==> src/rtl/frame_arb.sv <==
// frame_arb: packet-granular round-robin arbiter feeding one byte stream.
// Each grant covers exactly one contiguous frame; the selected port's bytes
// pass through a single register stage onto rxd/rx_dv. After every grant an
// enforced idle gap separates frames. Start-of-frame timeout and frame-length
// violations are reported as one-cycle error pulses.
module frame_arb #(
  parameter int NUM_REQ  = 4,
  parameter int IFG      = 2,
  parameter int START_TO = 16,
  parameter int MAX_LEN  = 1518
) (
  input  logic                 clk,
  input  logic                 rst_n,
  input  logic [NUM_REQ-1:0]   in_req,
  input  logic [NUM_REQ-1:0]   in_dv,
  input  logic [8*NUM_REQ-1:0] in_rxd,
  output logic [NUM_REQ-1:0]   in_gnt,
  output logic [7:0]           rxd,
  output logic                 rx_dv,
  output logic                 busy,
  output logic [2:0]           cur_port,
  output logic                 err_timeout,
  output logic                 err_len
);

  localparam int LEN_W  = $clog2(MAX_LEN + 1);
  localparam int WAIT_W = $clog2(START_TO + 1);
  localparam int GAP_W  = $clog2(IFG + 1);

  // Terminal counter values; the wait and gap counters act one edge before
  // they would reach their limit so the transition lands on the limit edge.
  localparam logic [LEN_W-1:0]   LEN_LIMIT = LEN_W'(MAX_LEN);
  localparam logic [WAIT_W-1:0]  WAIT_LAST = WAIT_W'(START_TO - 1);
  localparam logic [GAP_W-1:0]   GAP_LAST  = GAP_W'(IFG - 1);
  localparam logic [NUM_REQ-1:0] GNT_ONE   = NUM_REQ'(1);
  localparam logic [2:0]         PORT_LAST = 3'(NUM_REQ - 1);

  typedef enum logic [2:0] {
    S_IDLE  = 3'd0,
    S_GRANT = 3'd1,
    S_XFER  = 3'd2,
    S_DRAIN = 3'd3,
    S_GAP   = 3'd4
  } state_t;

  state_t               r_state;
  state_t               w_next_state;

  logic [NUM_REQ-1:0]   r_gnt;
  logic [7:0]           r_rxd;
  logic                 r_rx_dv;
  logic [2:0]           r_cur_port;
  logic [2:0]           r_last_port;
  logic [LEN_W-1:0]     r_len;
  logic [WAIT_W-1:0]    r_wait;
  logic [GAP_W-1:0]     r_gap;
  logic                 r_err_to;
  logic                 r_err_len;

  logic [NUM_REQ-1:0]   w_gnt_nxt;
  logic [7:0]           w_rxd_nxt;
  logic                 w_rx_dv_nxt;
  logic [2:0]           w_cur_nxt;
  logic [2:0]           w_last_nxt;
  logic [LEN_W-1:0]     w_len_nxt;
  logic [WAIT_W-1:0]    w_wait_nxt;
  logic [GAP_W-1:0]     w_gap_nxt;
  logic                 w_err_to_nxt;
  logic                 w_err_len_nxt;

  logic                 w_sel_dv;
  logic                 w_sel_req;
  logic [7:0]           w_sel_rxd;
  logic                 w_arb_found;
  logic [2:0]           w_arb_idx;

  // Pick out the granted port's request, valid and data; other ports are ignored.
  always_comb begin
    w_sel_dv  = 1'b0;
    w_sel_req = 1'b0;
    w_sel_rxd = 8'd0;
    for (int i = 0; i < NUM_REQ; i++) begin
      if (r_cur_port == 3'(i)) begin
        w_sel_dv  = in_dv[i];
        w_sel_req = in_req[i];
        w_sel_rxd = in_rxd[8*i +: 8];
      end
    end
  end

  // Round-robin search: first requester at distance 1, 2, ... after last_port.
  always_comb begin
    w_arb_found = 1'b0;
    w_arb_idx   = 3'd0;
    for (int k = 1; k <= NUM_REQ; k++) begin
      for (int i = 0; i < NUM_REQ; i++) begin
        if (!w_arb_found && in_req[i] &&
            (r_last_port == 3'((i - k + NUM_REQ) % NUM_REQ))) begin
          w_arb_found = 1'b1;
          w_arb_idx   = 3'(i);
        end
      end
    end
  end

  // State register.
  always_ff @(posedge clk or negedge rst_n) begin
    if (!rst_n) begin
      r_state <= S_IDLE;
    end else begin
      r_state <= w_next_state;
    end
  end

  // Next-state decode.
  always_comb begin
    w_next_state = r_state;
    case (r_state)
      S_IDLE: begin
        if (w_arb_found) w_next_state = S_GRANT;
      end
      S_GRANT: begin
        if (w_sel_dv)                w_next_state = S_XFER;
        else if (!w_sel_req)         w_next_state = S_GAP;
        else if (r_wait == WAIT_LAST) w_next_state = S_GAP;
      end
      S_XFER: begin
        if (!w_sel_dv)               w_next_state = S_GAP;
        else if (r_len == LEN_LIMIT) w_next_state = S_DRAIN;
      end
      S_DRAIN: begin
        if (!w_sel_dv) w_next_state = S_GAP;
      end
      S_GAP: begin
        if (r_gap == GAP_LAST) w_next_state = S_IDLE;
      end
      default: w_next_state = S_IDLE;
    endcase
  end

  // Output decode: next values of the registered outputs and the counters.
  // rxd defaults to zero so it is only non-zero while rx_dv is high.
  always_comb begin
    w_gnt_nxt     = r_gnt;
    w_rxd_nxt     = 8'd0;
    w_rx_dv_nxt   = 1'b0;
    w_cur_nxt     = r_cur_port;
    w_last_nxt    = r_last_port;
    w_len_nxt     = r_len;
    w_wait_nxt    = r_wait;
    w_gap_nxt     = r_gap;
    w_err_to_nxt  = 1'b0;
    w_err_len_nxt = 1'b0;
    case (r_state)
      S_IDLE: begin
        if (w_arb_found) begin
          w_gnt_nxt  = GNT_ONE << w_arb_idx;
          w_cur_nxt  = w_arb_idx;
          w_last_nxt = w_arb_idx;
          w_wait_nxt = '0;
          w_len_nxt  = '0;
        end
      end
      S_GRANT: begin
        if (w_sel_dv) begin
          w_rx_dv_nxt = 1'b1;
          w_rxd_nxt   = w_sel_rxd;
          w_len_nxt   = LEN_W'(1);
        end else if (!w_sel_req) begin
          // Port abandoned its request before sending: quiet release.
          w_gnt_nxt = '0;
          w_gap_nxt = '0;
        end else if (r_wait == WAIT_LAST) begin
          w_err_to_nxt = 1'b1;
          w_gnt_nxt    = '0;
          w_gap_nxt    = '0;
          w_wait_nxt   = r_wait + 1'b1;
        end else begin
          w_wait_nxt = r_wait + 1'b1;
        end
      end
      S_XFER: begin
        if (!w_sel_dv) begin
          w_gnt_nxt = '0;
          w_gap_nxt = '0;
        end else if (r_len == LEN_LIMIT) begin
          // Byte MAX_LEN+1 is swallowed; the rest of the frame is drained.
          w_err_len_nxt = 1'b1;
        end else begin
          w_rx_dv_nxt = 1'b1;
          w_rxd_nxt   = w_sel_rxd;
          w_len_nxt   = r_len + 1'b1;
        end
      end
      S_DRAIN: begin
        if (!w_sel_dv) begin
          w_gnt_nxt = '0;
          w_gap_nxt = '0;
        end
      end
      S_GAP: begin
        if (r_gap != GAP_LAST) w_gap_nxt = r_gap + 1'b1;
      end
      default: begin
        w_gnt_nxt = '0;
      end
    endcase
  end

  // Output and counter registers; reset cuts any frame in flight silently.
  always_ff @(posedge clk or negedge rst_n) begin
    if (!rst_n) begin
      r_gnt       <= '0;
      r_rxd       <= 8'd0;
      r_rx_dv     <= 1'b0;
      r_cur_port  <= 3'd0;
      r_last_port <= PORT_LAST;
      r_len       <= '0;
      r_wait      <= '0;
      r_gap       <= '0;
      r_err_to    <= 1'b0;
      r_err_len   <= 1'b0;
    end else begin
      r_gnt       <= w_gnt_nxt;
      r_rxd       <= w_rxd_nxt;
      r_rx_dv     <= w_rx_dv_nxt;
      r_cur_port  <= w_cur_nxt;
      r_last_port <= w_last_nxt;
      r_len       <= w_len_nxt;
      r_wait      <= w_wait_nxt;
      r_gap       <= w_gap_nxt;
      r_err_to    <= w_err_to_nxt;
      r_err_len   <= w_err_len_nxt;
    end
  end

  assign in_gnt      = r_gnt;
  assign rxd         = r_rxd;
  assign rx_dv       = r_rx_dv;
  assign cur_port    = r_cur_port;
  assign err_timeout = r_err_to;
  assign err_len     = r_err_len;
  assign busy        = (r_state != S_IDLE);

endmodule

==> config.mk <==
export PLATFORM = sky130hd
export DESIGN_NAME = frame_arb
export DESIGN_NICKNAME = d
export VERILOG_FILES = /design/src/rtl/frame_arb.sv
export SDC_FILE = /design/constraint.sdc
export NUM_CORES = 1
export LEC_CHECK = 0
export ABC_CLOCK_PERIOD_IN_PS = 6300
export CORE_MARGIN = 4
export CORE_UTILIZATION = 50
export DETAILED_ROUTE_END_ITERATION = 10
export HOLD_SLACK_MARGIN = 0.12
export MAX_ROUTING_LAYER = met4
export PLACE_DENSITY = 0.8
export SLEW_MARGIN = 0
export SYNTH_ARGS = -nofsm -noshare
export SYNTH_HDL_FRONTEND = slang
export SYNTH_SLANG_ARGS = --single-unit
export TNS_END_PERCENT = 50
==> constraint.sdc <==
create_clock -name clk -period 6.3 [get_ports clk]
set_clock_uncertainty 0.1 [all_clocks]
set_input_delay 0.63 -clock clk [delete_from_list [all_inputs] [get_ports clk]]
set_output_delay 0.63 -clock clk [all_outputs]
set_load 0.02 [all_outputs]
## Word level (Yosys, flattened, before mapping)

Cells that the tools add are included.

- Input bits: 42
- Flip-flop bits (word level): 42
- Word-level logic and storage cells: 191

- $add $sub $neg: 3
- Shift-type cells: 1
- Equality and inequality tests: 27
- Bitwise gates (word level): 1
- Reduce and logical (&&, ||, !) cells: 60
- Multiplexer cells: 88

Operator list:

| cell | number |
|---|---|
| $mux 3 | 22 |
| $mux 8 | 7 |
| $mux 11 | 4 |
| $mux 1 | 35 |
| $pmux 11 s3 | 1 |
| $logic_and 1x1->1 | 31 |
| $mux 4 | 5 |
| $ne 2x2->1 const B | 10 |
| $reduce_and 5->1 | 4 |
| $eq 3x2->1 const B | 6 |
| $pmux 4 s4 | 1 |
| $pmux 8 s2 | 1 |
| $logic_not 1->1 | 15 |
| $mux 5 | 3 |
| $pmux 3 s5 | 1 |
| $add 11x1->11 const B | 1 |
| $eq 11x11->1 const B | 1 |
| $mux 2 | 5 |
| $pmux 5 s2 | 1 |
| $eq 3x1->1 const B | 3 |
| $logic_not 3->1 | 3 |
| $reduce_bool 3->1 | 3 |
| $ne 3x3->1 const B | 2 |
| $pmux 2 s3 | 1 |
| other kinds (14) | 14 |

## Depth between registers and ports, before layout

Gate-level depths: netlist (run 1).

- Word-level depth: 66
- Mapped depth: 7
- Gate-level depth less buffers: 6

## Least setup slack after synthesis (run 1)

No wires, ideal clock.

- Kind: input to register
- From: in in_dv[3]
- To: reg r_gnt[0], in the netlist in_gnt[0]
- Stages: 4
- Buffers on the path: 0
- Required time: 6.096 ns
- Setup time: 0.104 ns
- Slack: 4.056 ns
- Arrival: 2.041 ns
- Cells stage by stage: mux4_2 and3_4 or3_4 o41ai_2

- Cells in the longest elaborated chain, start to end: 3
- Elaborated cells between the ends (all ways): 4
- Classes of those cells: eq/ne (2); mux (1); reduce/logical (1)

Ends and longest elaborated chain:

| what | RTL line | RTL |
|---|---|---|
| start: declaration | 15 | `input logic [NUM_REQ-1:0] in_dv,` |
| $mux 1 (*) | 83 | `if (r_cur_port == 3'(i)) begin` |
| $ne 2x2->1 (no source line) | n/a |  |
| $reduce_and 5->1 (no source line) (*) | n/a |  |
| end signal: assignment | 224 | `r_gnt <= w_gnt_nxt;` |
| end: declaration | 49 | `logic [NUM_REQ-1:0] r_gnt;` |

Mark *: on every way between the ends. The rest lies on a longest branch, timed or not.
A chain may end at the register's enable or synchronous reset.

## Final worst setup path (run 1)

- From: reg r_state[2]
- To: reg r_len[1]

- Cells in the longest elaborated chain, start to end: 3
- Elaborated cells between the ends (all ways): 10
- Classes of those cells: eq/ne (6); mux (1); reduce/logical (3)

Ends and longest elaborated chain:

| what | RTL line | RTL |
|---|---|---|
| start: declaration | 46 | `state_t r_state;` |
| start signal: assignment | 111 | `r_state <= w_next_state;` |
| $eq 3x2->1, or another cell as far along | 154 | `case (r_state)` |
| $ne 2x2->1 (no source line) / $reduce_bool 3->1 (equally long branches) | n/a |  |
| $reduce_and 5->1 (no source line) | n/a |  |
| end signal: assignment | 229 | `r_len <= w_len_nxt;` |
| end: declaration | 54 | `logic [LEN_W-1:0] r_len;` |

Parallel ways exist; a longest one is shown, timed or not.

==> metrics.csv, run 1 <==
metric,value,unit
outcome,completed,
Unique masters post-synth,46,
global-route wire length before repair,8900,um
top-count cell post-synth,dfrtp_1,
I/O Pins,61,
Cells after Synth,212,
final instance area,3020,um2
Post-Syn Area,2290,um2
Lkg Pwr,1.27,nW
Worst-path clk slew,80,ps
port bufs,59,
core area,4380,um2
Critical Path End Type,flop,
row cnt,24,
Yosys warnings,0,
die area,5740,um2
layout cell share with drive strength beyond 1,11.2,%
Placed Area,2900,um2
prevailing post-synth register cell,dfrtp_1,
post-synth top area share,41.4,%
CTS H-tree lvls,2,
"Hold Vio Cnt, Final",0,
crit-path max FO,11,
nets@finish,314,
Initial Utilization,52.3,%
Synth area leader,dfrtp_1,
Place WS,3320,ps
drt first-iter violations,136,
die width,75.7,um
Root Buffer,clkbuf_8,
hold_buf cts,0,
Post-DRT Antenna Nets,0,
vias per cell,6.01,
largest net degree at the start of global routing,41,
TritonRoute pass-1 iters,4,
Min Hold Slack,361,ps
crit path launch type,flop,
M2 GR Usage,36.6,%
vias in the first global route,1905,
clk sinks,40,
period utilisation layout,47.6,%
Post-Syn Nets,259,
met3 Use GR,4.88,%
Die Y,75.7,um
busiest grt layer,met2,
P&R area growth vs syn,31.6,%
Worst EP required,6390,ps
RePlAce Congestion,0.837,
Tightest Pin Transition,1120,ps
detailed-route DRC error count,0,
RSZ-0062 raised after global routing,false,
type of the most critical hold path,in2async,
Max Cap Violations,0,
Antenna Cells,0,
syn_area_per_cell,10.8,um2
synth cell count leaders,"38 x dfrtp_1, 17 x a31oi_1, 13 x nand2b_1, 13 x nor2b_1, 11 x mux4_2",
sequential area share after synthesis,43.7,%
asr flop ratio synth,100,%
clk buf depth,2,
"top cells by area, synth","dfrtp_1 41%, mux4_2 11%, a31oi_1 4.6%, nand2b_1 3.5%, nor2b_1 3.5%",
setup_tns,0,ps
GRT met1 Usage,25.0,%
#FFs+latches synth,40,
Max Slew Vio Count,0,
final worst-path setup slack,3300,ps
"non-filler cells, final",320,
Worst Path Arrival,3080,ps
pwr dens,392,nW/um2
dpl cells,312,
Post-synth EDFFs,0,
Fmax achieved,0.334,GHz
setup bufs post-CTS,0,
CTS Buf Count,5,
Final Setup Violations,0,
TritonCTS clock tree,built,
Worst-Skew Late Latency,290,ps
crit path kind,reg2reg,
Total Wirelength,5300,um
relative slew slack,25.2,%
DP Wirelength,3900,um
post-CTS sizing,0,
GRT Overall Usage,21.4,%
Overflow after GRT,0,
post-route minimum period,3000,ps
DR vias,1922,
initial antenna violation count,0,
peak supply drop,0.255,mV
wire per inst,16.6,um
-- worst paths after layout --
path                                        start               endpoint  slack [ps]  cells after the start
min                                         rst_n       rxd[2]$_DFF_PN0_         360                      1
max in group asynchronous                   rst_n   r_gap[1]$_DFFE_PN0P_        5190                      1
max reg2reg                r_state[2]$_DFFE_PN0P_   r_len[1]$_DFFE_PN0P_        3300                      4
max                        r_state[2]$_DFFE_PN0P_   r_len[1]$_DFFE_PN0P_        3300                      4
min reg2reg                 r_wait[3]$_DFFE_PN0P_  r_wait[3]$_DFFE_PN0P_         380                      1
min in group clk            r_wait[3]$_DFFE_PN0P_  r_wait[3]$_DFFE_PN0P_         380                      1
-- cell families after synthesis --
| family | synth area share (%) |
|---|---|
| mux | 14.5 |
| fa+ha+maj | 2.73 |
| simple gates | 19.8 |
| xor+xnor | 0.382 |
| other cells | 0.163 |
| flops | 43.7 |
| buf+inv | 3.16 |
| compound gates | 15.5 |
-- through the flow --
step	util, %	power (mW)
2_1_floorplan	-	0.785
3_3_place_gp	66.1	0.953
3_5_place_dp	66.1	0.967
4_1_cts	68.9	1.20
5_1_grt	68.9	1.27
6_report	68.9	1.18
-- sequential cells by signal, summed over array words and instances, names as in the netlist --
| signal | count |
|---|---|
| cur_port | 2 |
| err_len | 1 |
| err_timeout | 1 |
| in_gnt | 4 |
| r_gap | 2 |
| r_last_port | 2 |
| r_len | 11 |
| r_state | 3 |
| r_wait | 5 |
| rx_dv | 1 |
| rxd | 8 |
-- layout by cell type (no fill, tap or decap), drive strengths merged, types with 5 or more instances in the layout --
cell type,Yosys,layout
clkdlybuf4s50,0,58
dfrtp,38,38
a31oi,17,17
nor2b,13,13
nand2b,13,13
mux4,11,11
nand2,9,9
nor2,8,8
a21oi,8,8
inv,7,7
nor3,6,6
o21ai,6,6
clkbuf,9,6
a21o,5,5
ha,5,5
and3,5,5
-- critical path, stage by stage (launching register included) --
cell	delay, ps
dfrtp_1	500
nor3b_1	950
and2_1	470
o2bb2ai_1	450
mux2_2	420
-- cell type report --
| type | count | area, um2 |
|---|---|---|
| inverter | 7 | 26.3 |
| tap | 52 | 65.1 |
| sequential | 40 | 1000 |
| clock buffer | 6 | 82.6 |
| multi-input combinational | 154 | 1220 |
| clock inverter | 2 | 38.8 |
| fill | 356 | 1360 |
| timing repair buffer | 59 | 586 |
-- where the power goes --
group | internal [mW] | total (mW) | switching, mW
registers | 0.328 | 0.412 | 0.0847
clock network | 0.130 | 0.221 | 0.0919
logic | 0.284 | 0.551 | 0.267
total | 0.741 | 1.18 | 0.444
-- per-layer routing --
layer	share of wire, %	vias to the layer above
met5	0	-
met4	2.2	0
met3	5.0	11
met2	53	56
met1	40	951
li1	-	904
(Power assumes the default switching activity.)
==> inputs of run 2 (changes only) <==
ABC_CLOCK_PERIOD_IN_PS = 2710   (was 6300)
CORE_UTILIZATION = 44   (was 50)
PLACE_DENSITY = 0.75   (was 0.8)
clock period = 2.71 ns   (was 6.3 ns; I/O delays follow)
==> metrics.csv, run 2 (synthesized netlist as in run 1, its figures left out) <==
metric,value,unit
r2r endpoint,in_gnt[0]$_DFFE_PN0P_,
Initial Utilization,45.2,%
I/O Pins,61,
Filler Cells Inserted,432,
post-route minimum period,2340,ps
RePlAce Congestion,0.835,
CTS Buf Count,5,
"commonest cells after routing, fill and taps aside","58 x clkdlybuf4s50_1, 38 x dfrtp_1, 17 x a31oi_1",
crit-path max FO,11,
"Hold Vio Cnt, Final",0,
peak supply drop,0.648,mV
Critical Path End Type,primary output,
die area,6430,um2
Antenna Cells,0,
clk buf depth,2,
port bufs,59,
Overflow after GRT,0,
beginning of the critical path,r_state[2]$_DFFE_PN0P_,
Total Wirelength,5320,um
detailed-route DRC error count,0,
Max Slew Vio Count,0,
pwr dens,891,nW/um2
core area,5070,um2
Tightest Pin Transition,869,ps
Net Sw Frac,37.7,%
crit path kind,reg2out,
row cnt,26,
GRT Overall Usage,18.4,%
vias per cell,5.60,
Worst Hold End,r_wait[3]$_DFFE_PN0P_,
CP max-delay cell,clkdlybuf4s50_1,
vias in the first global route,1939,
Worst-path clk slew,70,ps
startpoint of the worst hold path,r_wait[3]$_DFFE_PN0P_,
Biggest register,r_len,
wire per inst,15.4,um
layout cell share with drive strength beyond 1,13.1,%
initial antenna violation count,0,
clock power share,15.5,%
worst reg2reg setup slack,420,ps
die width,80.2,um
P&R area growth vs syn,34.2,%
Final Total Pwr,2.74,mW
"commonest non-fill, non-tap cell in the layout",clkdlybuf4s50_1,
drt first-iter violations,123,
clk sinks,40,
Root Buffer,clkbuf_8,
Worst-Skew Late Latency,290,ps
period utilisation layout,86.4,%
Die Y,80.2,um
post-CTS sizing,0,
RSZ-0062 raised after global routing,false,
Worst Path Arrival,1970,ps
Final Setup Violations,0,
crit path launch type,flop,
Worst EP required,2340,ps
largest net degree at the start of global routing,41,
TritonCTS clock tree,built,
critical-path cell list,"nor3_1, inv_1, clkdlybuf4s50_1",
DP Wirelength,3980,um
Max Cap Violations,0,
hold depth,1,
Lkg Pwr,1.29,nW
type of the most critical hold path,reg2reg,
global-route wire length before repair,9000,um
launching point of the worst reg2reg path,cur_port[0]$_DFFE_PN0P_,
setup bufs post-CTS,0,
Post-DRT Antenna Nets,0,
max FFs per register,11,
Internal,1.71,mW
worst-case reg-to-reg path depth,4,
setup_tns,0,ps
DR vias,1932,
nets@finish,322,
outcome,completed,
Reg power frac,33.1,%
TritonRoute pass-1 iters,4,
Fmax achieved,0.427,GHz
hold_buf cts,1,
relative slew slack,42.0,%
Sw Pwr,1.04,mW
CTS H-tree lvls,2,
Logic pwr share,51.5,%
CP max stage delay,580,ps
[run 2: cell types whose count changed in the layout (fill, tap and decap cells not counted)]
| cell | change |
|---|---|
| dlygate4sd3_1 | +1 |
| clkinv_4 | -1 |
| bufinv_16 | -1 |
| clkbuf_8 | +1 |
| buf_4 | +7 |
[run 2: final cells by class]
type                       instances  area (um2)  area share [%]
sequential                        40        1000            32.6
clock buffer                       7        96.3            3.13
tap                               70        87.6            2.84
multi-input combinational        154        1220            39.6
inverter                           7        26.3           0.853
timing repair buffer              67         648            21.0
[run 2: power groups by stage]
stage / logic, mW / registers [mW] / clock network [mW]
3_5_place_dp: 1.42 / 0.919 / 0
6_report: 1.41 / 0.908 / 0.424
2_1_floorplan: 0.864 / 0.961 / 0
4_1_cts: 1.42 / 0.909 / 0.440
3_3_place_gp: 1.39 / 0.914 / 0
5_1_grt: 1.55 / 0.935 / 0.462
[run 2: routing by layer]
| layer | track usage [%] | vias to the layer above | routed length (um) |
|---|---|---|---|
| met4 | 6.08 | 0 | 74 |
| met2 | 32.1 | 47 | 2730 |
| met1 | 21.5 | 958 | 2290 |
| li1 | - | 920 | - |
| met3 | 3.25 | 7 | 218 |
| met5 | - | - | 0 |
[run 2: through the flow]
stage	std cells	hold WS, ps	cell area (um2)	utilization [%]	setup slack [ps]
4_1_cts	345	382	3080	60.7	386
3_5_place_dp	337	347	2970	58.6	264
6_report	345	377	3080	60.7	368
2_1_floorplan	212	-125	2290	-	511
5_1_grt	345	404	3080	60.7	262
3_3_place_gp	337	343	2970	58.6	325
[run 2: worst max-delay path: cells and delay by family, from the launching register on]
| family | cells | cell delay (ps) |
|---|---|---|
| DFF | 1 | 510 |
| and+or+nand+nor | 1 | 410 |
| buffers and inverters | 2 | 760 |
[run 2: how the worst max path moves through the flow]
| stage | end | slack [ps] |
|---|---|---|
| 4_1_cts | busy | 390 |
| 6_report | busy | 370 |
| 5_1_grt | in_gnt[0]$_DFFE_PN0P_ | 260 |
| 2_1_floorplan | in_gnt[0]$_DFFE_PN0P_ | 510 |
| 3_3_place_gp | in_gnt[0]$_DFFE_PN0P_ | 320 |
| 3_5_place_dp | in_gnt[0]$_DFFE_PN0P_ | 260 |
==> inputs of run 3 (changes only) <==
RECOVER_POWER = 25   (was unset)
==> metrics.csv, run 3 (synthesized netlist as in run 1, its figures left out) <==
metric,value,unit
vias in the first global route,1939,
post-route minimum period,2340,ps
critical-path cell list,"nor3_1, inv_1, clkdlybuf4s50_1",
CP max-delay cell,clkdlybuf4s50_1,
Min Hold Slack,377,ps
"Hold Vio Cnt, Final",0,
P&R area growth vs syn,34.2,%
initial antenna violation count,0,
largest net degree at the start of global routing,41,
hold_buf cts,1,
Net Sw Frac,37.7,%
Worst Path Arrival,1970,ps
CTS Buf Count,5,
startpoint of the worst hold path,r_wait[3]$_DFFE_PN0P_,
crit path launch type,flop,
Overflow after GRT,0,
beginning of the critical path,r_state[2]$_DFFE_PN0P_,
Reg power frac,33.1,%
Filler Cells Inserted,432,
pwr dens,891,nW/um2
Post-DRT Antenna Nets,0,
Internal,1.71,mW
WP depth,3,
row cnt,26,
Final Total Pwr,2.74,mW
layout cell share with drive strength beyond 1,13.1,%
GRT Overall Usage,18.4,%
worst reg2reg setup slack,420,ps
port bufs,59,
Die Y,80.2,um
clk sinks,40,
period utilisation layout,86.4,%
worst-case reg-to-reg path depth,4,
Final Setup Violations,0,
r2r endpoint,in_gnt[0]$_DFFE_PN0P_,
Max Slew Vio Count,0,
TritonCTS clock tree,built,
Max Cap Violations,0,
peak supply drop,0.648,mV
Lkg Pwr,1.29,nW
nets@finish,322,
die area,6430,um2
global-route wire length before repair,9000,um
crit-path max FO,11,
Sw Pwr,1.04,mW
clk buf depth,2,
"commonest non-fill, non-tap cell in the layout",clkdlybuf4s50_1,
drt first-iter violations,123,
vias per cell,5.60,
launching point of the worst reg2reg path,cur_port[0]$_DFFE_PN0P_,
core area,5070,um2
Root Buffer,clkbuf_8,
Total Wirelength,5320,um
CP max stage delay,580,ps
post-CTS sizing,0,
CP endpoint,busy,
outcome,completed,
wire per inst,15.4,um
"non-filler cells, final",345,
Tightest Pin Transition,968,ps
Fmax achieved,0.427,GHz
Initial Utilization,45.2,%
DR vias,1932,
TritonRoute pass-1 iters,4,
RSZ-0062 raised after global routing,false,
Antenna Cells,0,
type of the most critical hold path,reg2reg,
relative slew slack,35.4,%
crit path kind,reg2out,
die width,80.2,um
detailed-route DRC error count,0,
CTS H-tree lvls,2,
I/O Pins,61,
Worst EP required,2340,ps
max FFs per register,11,
Logic pwr share,51.5,%
cell family with most CP delay,buffers and inverters,
WP buf/inv,2,
Worst-path clk slew,70,ps
RePlAce Congestion,0.835,
Biggest register,r_len,
dpl cells,337,
DP Wirelength,3980,um
Critical Path End Type,primary output,
Worst-Skew Late Latency,290,ps
clock power share,15.5,%
setup bufs post-CTS,0,
"commonest cells after routing, fill and taps aside","58 x clkdlybuf4s50_1, 38 x dfrtp_1, 17 x a31oi_1",
setup_tns,0,ps
## run 3: changes by cell type in the layout (fill, tap and decap cells not counted)
cell | before | now
clkbuf_2 | 0 | 1
buf_2 | 1 | 0
## run 3: how the worst min path moves through the flow
stage,endpoint,slack (ps),cells after the start
after floorplan,cur_port[0]$_DFFE_PN0P_,-120,0
after global placement,r_wait[0]$_DFFE_PN0P_,340,1
after detailed placement,r_wait[1]$_DFFE_PN0P_,350,1
after CTS,r_wait[3]$_DFFE_PN0P_,380,1
after global routing,r_wait[4]$_DFFE_PN0P_,400,1
final,r_wait[3]$_DFFE_PN0P_,380,1
## run 3: metrics by stage
step / area [um2] / utilization (%) / worst slack [ps]
2_1_floorplan: 2290 / - / 511
3_3_place_gp: 2970 / 58.6 / 325
3_5_place_dp: 2970 / 58.6 / 264
4_1_cts: 3080 / 60.7 / 386
5_1_grt: 3080 / 60.7 / 262
6_report: 3080 / 60.7 / 368
## run 3: layer usage
layer	track usage, %	vias up	wire, um
met5	-	-	0
met4	6.08	0	74
met3	3.25	7	218
met2	32.1	47	2730
met1	21.5	958	2290
li1	-	920	-
## run 3: power by group through the flow
| stage | registers [mW] | clock network, mW | logic (mW) |
|---|---|---|---|
| 2_1_floorplan | 0.961 | 0 | 0.864 |
| 3_3_place_gp | 0.914 | 0 | 1.39 |
| 3_5_place_dp | 0.919 | 0 | 1.42 |
| 4_1_cts | 0.909 | 0.440 | 1.42 |
| 5_1_grt | 0.935 | 0.462 | 1.55 |
| 6_report | 0.908 | 0.424 | 1.41 |
## run 3: area by class of cell
type / count / area, um2 / share of cell area, %
multi-input combinational: 154 / 1220 / 39.6
timing repair buffer: 67 / 648 / 21.0
tap: 70 / 87.6 / 2.84
clock buffer: 7 / 96.3 / 3.13
sequential: 40 / 1000 / 32.6
inverter: 7 / 26.3 / 0.853
